===== config.mk =====
export PLATFORM = sky130hd
export DESIGN_NAME = uart_rx_frame_ctrl
export DESIGN_NICKNAME = d
export VERILOG_FILES = /design/src/rtl/uart_rx_frame_ctrl.sv
export SDC_FILE = /design/constraint.sdc
export NUM_CORES = 1
export LEC_CHECK = 0
export ABC_CLOCK_PERIOD_IN_PS = 3200
export BUFFER_PORTS_ARGS = -buffer_cell sky130_fd_sc_hd__buf_2
export CORE_MARGIN = 2
export CORE_UTILIZATION = 62
export CTS_CLUSTER_SIZE = 10
export DETAILED_ROUTE_END_ITERATION = 8
export PLACE_DENSITY = 0.79
export SYNTH_ARGS = -nofsm -noshare
export SYNTH_HDL_FRONTEND = slang
export SYNTH_SLANG_ARGS = --single-unit

===== constraint.sdc =====
create_clock -name clk -period 3.2 [get_ports clk]
set_input_delay 0 -clock clk [delete_from_list [all_inputs] [get_ports clk]]
set_output_delay 0 -clock clk [all_outputs]
set_load 0.1 [all_outputs]

===== src/rtl/uart_rx_frame_ctrl.sv =====
// Hunts for SYNC_BYTE, buffers a length-prefixed payload, verifies an additive checksum, then drains it.
// Drain starts the cycle after the CHK byte; o_data/o_data_last hold while i_data_ready is low.
module uart_rx_frame_ctrl #(
    parameter logic [7:0] SYNC_BYTE    = 8'hA5,
    parameter int         MAX_LEN      = 16,
    parameter int         TIMEOUT_CLKS = 4340
) (
    input  logic       clk,
    input  logic       rst_n,
    input  logic       i_rx_dv,
    input  logic [7:0] i_rx_byte,
    output logic [7:0] o_data,
    output logic       o_data_valid,
    input  logic       i_data_ready,
    output logic       o_data_last,
    output logic [7:0] o_frame_len,
    output logic       o_busy,
    output logic       o_err_len,
    output logic       o_err_chk,
    output logic       o_err_timeout,
    output logic       o_err_overrun
);
    localparam int IW    = $clog2(MAX_LEN + 1);
    localparam int TW    = $clog2(TIMEOUT_CLKS);
    localparam int DEPTH = 1 << IW;

    typedef enum logic [2:0] {S_HUNT, S_LEN, S_PAYLOAD, S_CHK, S_DRAIN} state_t;

    state_t          state;
    logic [7:0]      mem [DEPTH];
    logic [IW-1:0]   wr_idx;
    logic [IW-1:0]   rd_idx;
    logic [IW-1:0]   rd_nxt;
    logic [7:0]      sum;
    logic [TW-1:0]   to_cnt;
    logic            in_frame;
    logic            expire;
    logic            xfer;

    assign in_frame = (state == S_LEN) || (state == S_PAYLOAD) || (state == S_CHK);
    // A byte landing on the expiry cycle takes priority over the timeout.
    assign expire   = in_frame && !i_rx_dv && (to_cnt == TW'(TIMEOUT_CLKS - 1));
    assign xfer     = o_data_valid && i_data_ready;
    assign rd_nxt   = rd_idx + 1'b1;
    assign o_busy   = (state != S_HUNT);

    always_ff @(posedge clk) begin
        if (state == S_PAYLOAD && i_rx_dv) begin
            mem[wr_idx] <= i_rx_byte;
        end
    end

    always_ff @(posedge clk or negedge rst_n) begin
        if (!rst_n) begin
            state         <= S_HUNT;
            wr_idx        <= '0;
            rd_idx        <= '0;
            sum           <= '0;
            to_cnt        <= '0;
            o_data        <= '0;
            o_data_valid  <= 1'b0;
            o_data_last   <= 1'b0;
            o_frame_len   <= '0;
            o_err_len     <= 1'b0;
            o_err_chk     <= 1'b0;
            o_err_timeout <= 1'b0;
            o_err_overrun <= 1'b0;
        end else begin
            o_err_len     <= 1'b0;
            o_err_chk     <= 1'b0;
            o_err_timeout <= 1'b0;
            o_err_overrun <= 1'b0;

            if (i_rx_dv || !in_frame || expire) begin
                to_cnt <= '0;
            end else begin
                to_cnt <= to_cnt + 1'b1;
            end

            case (state)
                S_HUNT: begin
                    if (i_rx_dv && i_rx_byte == SYNC_BYTE) begin
                        state <= S_LEN;
                    end
                end
                S_LEN: begin
                    if (i_rx_dv) begin
                        if (i_rx_byte != 8'd0 && i_rx_byte <= 8'(MAX_LEN)) begin
                            o_frame_len <= i_rx_byte;
                            sum         <= i_rx_byte;
                            wr_idx      <= '0;
                            state       <= S_PAYLOAD;
                        end else begin
                            o_err_len <= 1'b1;
                            state     <= S_HUNT;
                        end
                    end else if (expire) begin
                        o_err_timeout <= 1'b1;
                        state         <= S_HUNT;
                    end
                end
                S_PAYLOAD: begin
                    if (i_rx_dv) begin
                        sum    <= sum + i_rx_byte;
                        wr_idx <= wr_idx + 1'b1;
                        if (8'(wr_idx) == o_frame_len - 8'd1) begin
                            state <= S_CHK;
                        end
                    end else if (expire) begin
                        o_err_timeout <= 1'b1;
                        state         <= S_HUNT;
                    end
                end
                S_CHK: begin
                    if (i_rx_dv) begin
                        if (i_rx_byte == sum) begin
                            state        <= S_DRAIN;
                            rd_idx       <= '0;
                            o_data       <= mem[IW'(0)];
                            o_data_valid <= 1'b1;
                            o_data_last  <= (o_frame_len == 8'd1);
                        end else begin
                            o_err_chk <= 1'b1;
                            state     <= S_HUNT;
                        end
                    end else if (expire) begin
                        o_err_timeout <= 1'b1;
                        state         <= S_HUNT;
                    end
                end
                S_DRAIN: begin
                    if (i_rx_dv) begin
                        o_err_overrun <= 1'b1;
                    end
                    if (xfer) begin
                        if (o_data_last) begin
                            state        <= S_HUNT;
                            o_data       <= '0;
                            o_data_valid <= 1'b0;
                            o_data_last  <= 1'b0;
                        end else begin
                            rd_idx      <= rd_nxt;
                            o_data      <= mem[rd_nxt];
                            o_data_last <= (8'(rd_nxt) == o_frame_len - 8'd1);
                        end
                    end
                end
                default: state <= S_HUNT;
            endcase
        end
    end
endmodule


==> flow_metrics.tcl <==
set metrics [dict create \
    root_buffer "clkbuf_16" \
    post_cts_buffers 0 \
    slew_violations 0 \
    via_per_inst 6.51 \
    min_period_over_period 0.890 \
    syn_avg_cell_area_sq_um 16.0 \
    outcome "completed" \
    synth_top_family_by_area "multiplexers" \
    nNetsFinal 933 \
    dr.pass1.iters 6 \
    synth_compound_area_frac 0.0581 \
    core_sq_um 21000 \
    synthMuxAreaShare 0.117 \
    crit_arrival_ps 3300 \
    netlist_instances 827 \
    path_max_fanout 16 \
    power_density_nw_per_um2 552 \
    tns_ps 0 \
    path_clk_slew_ps 60 \
    die_h_um 150 \
    vdd_drop_max_mv 0.377 \
    synth_fa_ha_area_frac 0.0157 \
    wire_per_inst_um 24.6 \
    die_area_sq_um 22500 \
    drive_above_1_share 0.210 \
    required_ps 3660 \
    worst-setup-path-type "register to register" \
    drt-total-wl_mm 29.6 \
    place_inst 1138 \
    cts_resized 0 \
    hold_class "input port to register" \
    path_cells "or3b_1 -> or3_1 -> a2111oi_2 -> a21oi_1 -> a32oi_1 -> a221o_1" \
    grt_usage 0.276 \
    drv_cap 0 \
    hold_buffers 3 \
    ios 35 \
    worst_setup_path_end_kind "register" \
    start_util 0.631 \
    slowest_stage "or3_1" \
    path_delay_family "simple AND/OR/NAND/NOR gates" \
    hold_slack_ps 12.7 \
    rows 53 \
    setup_viol 0 \
    dpl.hpwl_mm 18.6 \
    synth_nets 855 \
    clkLatencyLatePin_ps 520 \
    cts-buffers-inserted 37 \
    gp_congestion 0.863 \
    ant_nets 0 \
    max_stage_delay_ps 640 \
    grt_setup_unrepaired "no" \
    post-route-min-period_ps 2850 \
    max_freq_mhz 351 \
    vias 7835 \
    worst_pin_slew_ps 950 \
    die_x_um 150 \
    final_common_cell "edfxtp_1" \
    ys_warn_count 0 \
    ys_types 59 \
    finalNonFillerCells 1203 \
    syn2layout_area_growth_pct 13.7 \
    drc 0 \
    grt_pass1_wl_mm 45.7 \
    startpoint_type "register" \
    power.leakage_nw 5.16 \
    htree_levels 2 \
    final_cell_mix "edfxtp_1, nand2_1, nor2_1, mux4_2, dfrtp_1" \
    synth-main-ff-cell "edfxtp_1" \
    drt_iter0_markers 669 \
    path_buf_inv 0 \
    relSlewSlack 0.363 \
    synth_seq_cells 312 \
    ys_seq_area_frac 0.688 \
    netlist_area_sq_um 13200 \
    grt_pass1_vias 7810 \
    antenna_found_initial 1 \
    hold_viol_final 0 \
    ys_async_sr_fraction 0.179 \
    port_buffers 34 \
    synth_simple_gate_area_frac 0.0821 \
    synth_enable_flop_cells 256 \
    grt_max_degree 50 \
    fillCellCount 1290 \
    cts_buffer_depth 3 \
    cts_tree "done" \
    fin_worst_skew_ps 26.0 \
    synth_xor_area_frac 0.0218 \
    clock-sinks 312 \
    grt_overflow 0 \
]
[report_power, final]
group	total (mW)	leakage (nW)	internal (mW)	switching, mW
clock network	3.74	0.513	2.24	1.50
logic	0.148	1.58	0.0333	0.115
registers	4.40	3.07	4.40	0.00256
[path summary, 6_finish.rpt]
check | startpoint | end | slack [ps] | cells after the start
setup / recovery | state[2] | o_data[7] | 350 | 6
hold / removal | i_rx_byte[7] | o_err_chk | 10 | 4
setup reg to reg | state[2] | o_data[7] | 350 | 6
hold reg to reg | to_cnt[0] | to_cnt[0] | 490 | 1
max in group asynchronous | rst_n | sum[3] | 2290 | 3
min in group asynchronous | rst_n | o_data[2] | 90 | 2
[cell usage after synthesis, types with 6 or more instances]
| master | number | share of area |
|---|---|---|
| edfxtp_1 | 256 | 0.58 |
| nand2_1 | 73 | 0.021 |
| nor2_1 | 65 | 0.018 |
| mux4_2 | 58 | 0.099 |
| dfrtp_1 | 56 | 0.11 |
| o21ai_0 | 24 | 0.0091 |
| clkbuf_1 | 22 | 0.0062 |
| a21oi_1 | 20 | 0.0076 |
| mux2i_1 | 19 | 0.014 |
| buf_2 | 17 | 0.0064 |
| xnor2_1 | 16 | 0.011 |
| ha_1 | 15 | 0.014 |
| inv_1 | 15 | 0.0043 |
| xor2_1 | 15 | 0.0099 |
| a32oi_1 | 14 | 0.0093 |
| nand3_1 | 14 | 0.0053 |
| and3_1 | 12 | 0.0057 |
| nor2b_1 | 9 | 0.0043 |
| or3_1 | 8 | 0.0038 |
| a211oi_1 | 7 | 0.0040 |
| a221o_1 | 7 | 0.0053 |
| nor3_1 | 7 | 0.0027 |
| nor4_1 | 7 | 0.0033 |
| a2111oi_2 | 6 | 0.0068 |
[worst min-delay path: cells and delay by family]
kind,cells,cell delay [ps]
simple gates,2,240
xor+xnor,1,100
buf+inv,1,140
[through the flow]
stage,util,area [sq um],power [mW],worst slack (ps)
floorplan,-,13200,4.52,367
global placement,0.664,13900,4.62,467
detailed placement,0.664,13900,4.63,392
CTS,0.717,15000,8.32,386
global route,0.717,15000,8.48,185
finish,0.717,15000,8.29,353
[cell families (layout without fill, tap and decap cells)]
| group | count (synthesis) | in the layout |
|---|---|---|
| flops | 312 | 312 |
| simple gates | 227 | 227 |
| compound gates | 104 | 104 |
| mux | 81 | 81 |
| buf+inv | 55 | 155 |
| xor+xnor | 32 | 32 |
| fa+ha+maj | 16 | 16 |
| other cells | 0 | 1 |
[layout make-up]
cell class                 instances  area [sq um]  area share
inverter                          15          56.3     0.00375
sequential                       312          9090       0.605
clock inverter                     2          17.5     0.00117
tap                              275           344      0.0229
clock buffer                      59          1050      0.0700
timing repair buffer              79           553      0.0368
antenna                            1          2.50    0.000167
multi-input combinational        460          3910       0.260
[state kept, by name (all words and copies together), names as in the netlist, 3 cells and up]
| register | count |
|---|---|
| rd_idx | 5 |
| wr_idx | 5 |
| o_data | 8 |
| o_frame_len | 8 |
| sum | 8 |
| to_cnt | 13 |
| state | 3 |
| mem | 256 |
[routing by layer]
metal	up-vias	routed length, um	global-route usage	part of all wire
met2	406	15100	0.456	0.51
met5	-	0	0	0
li1	3383	-	-	-
met1	3974	11000	0.365	0.37
met4	0	1110	0.113	0.038
met3	72	2440	0.0555	0.082
Note: power is estimated with default switching activity, not from simulation.
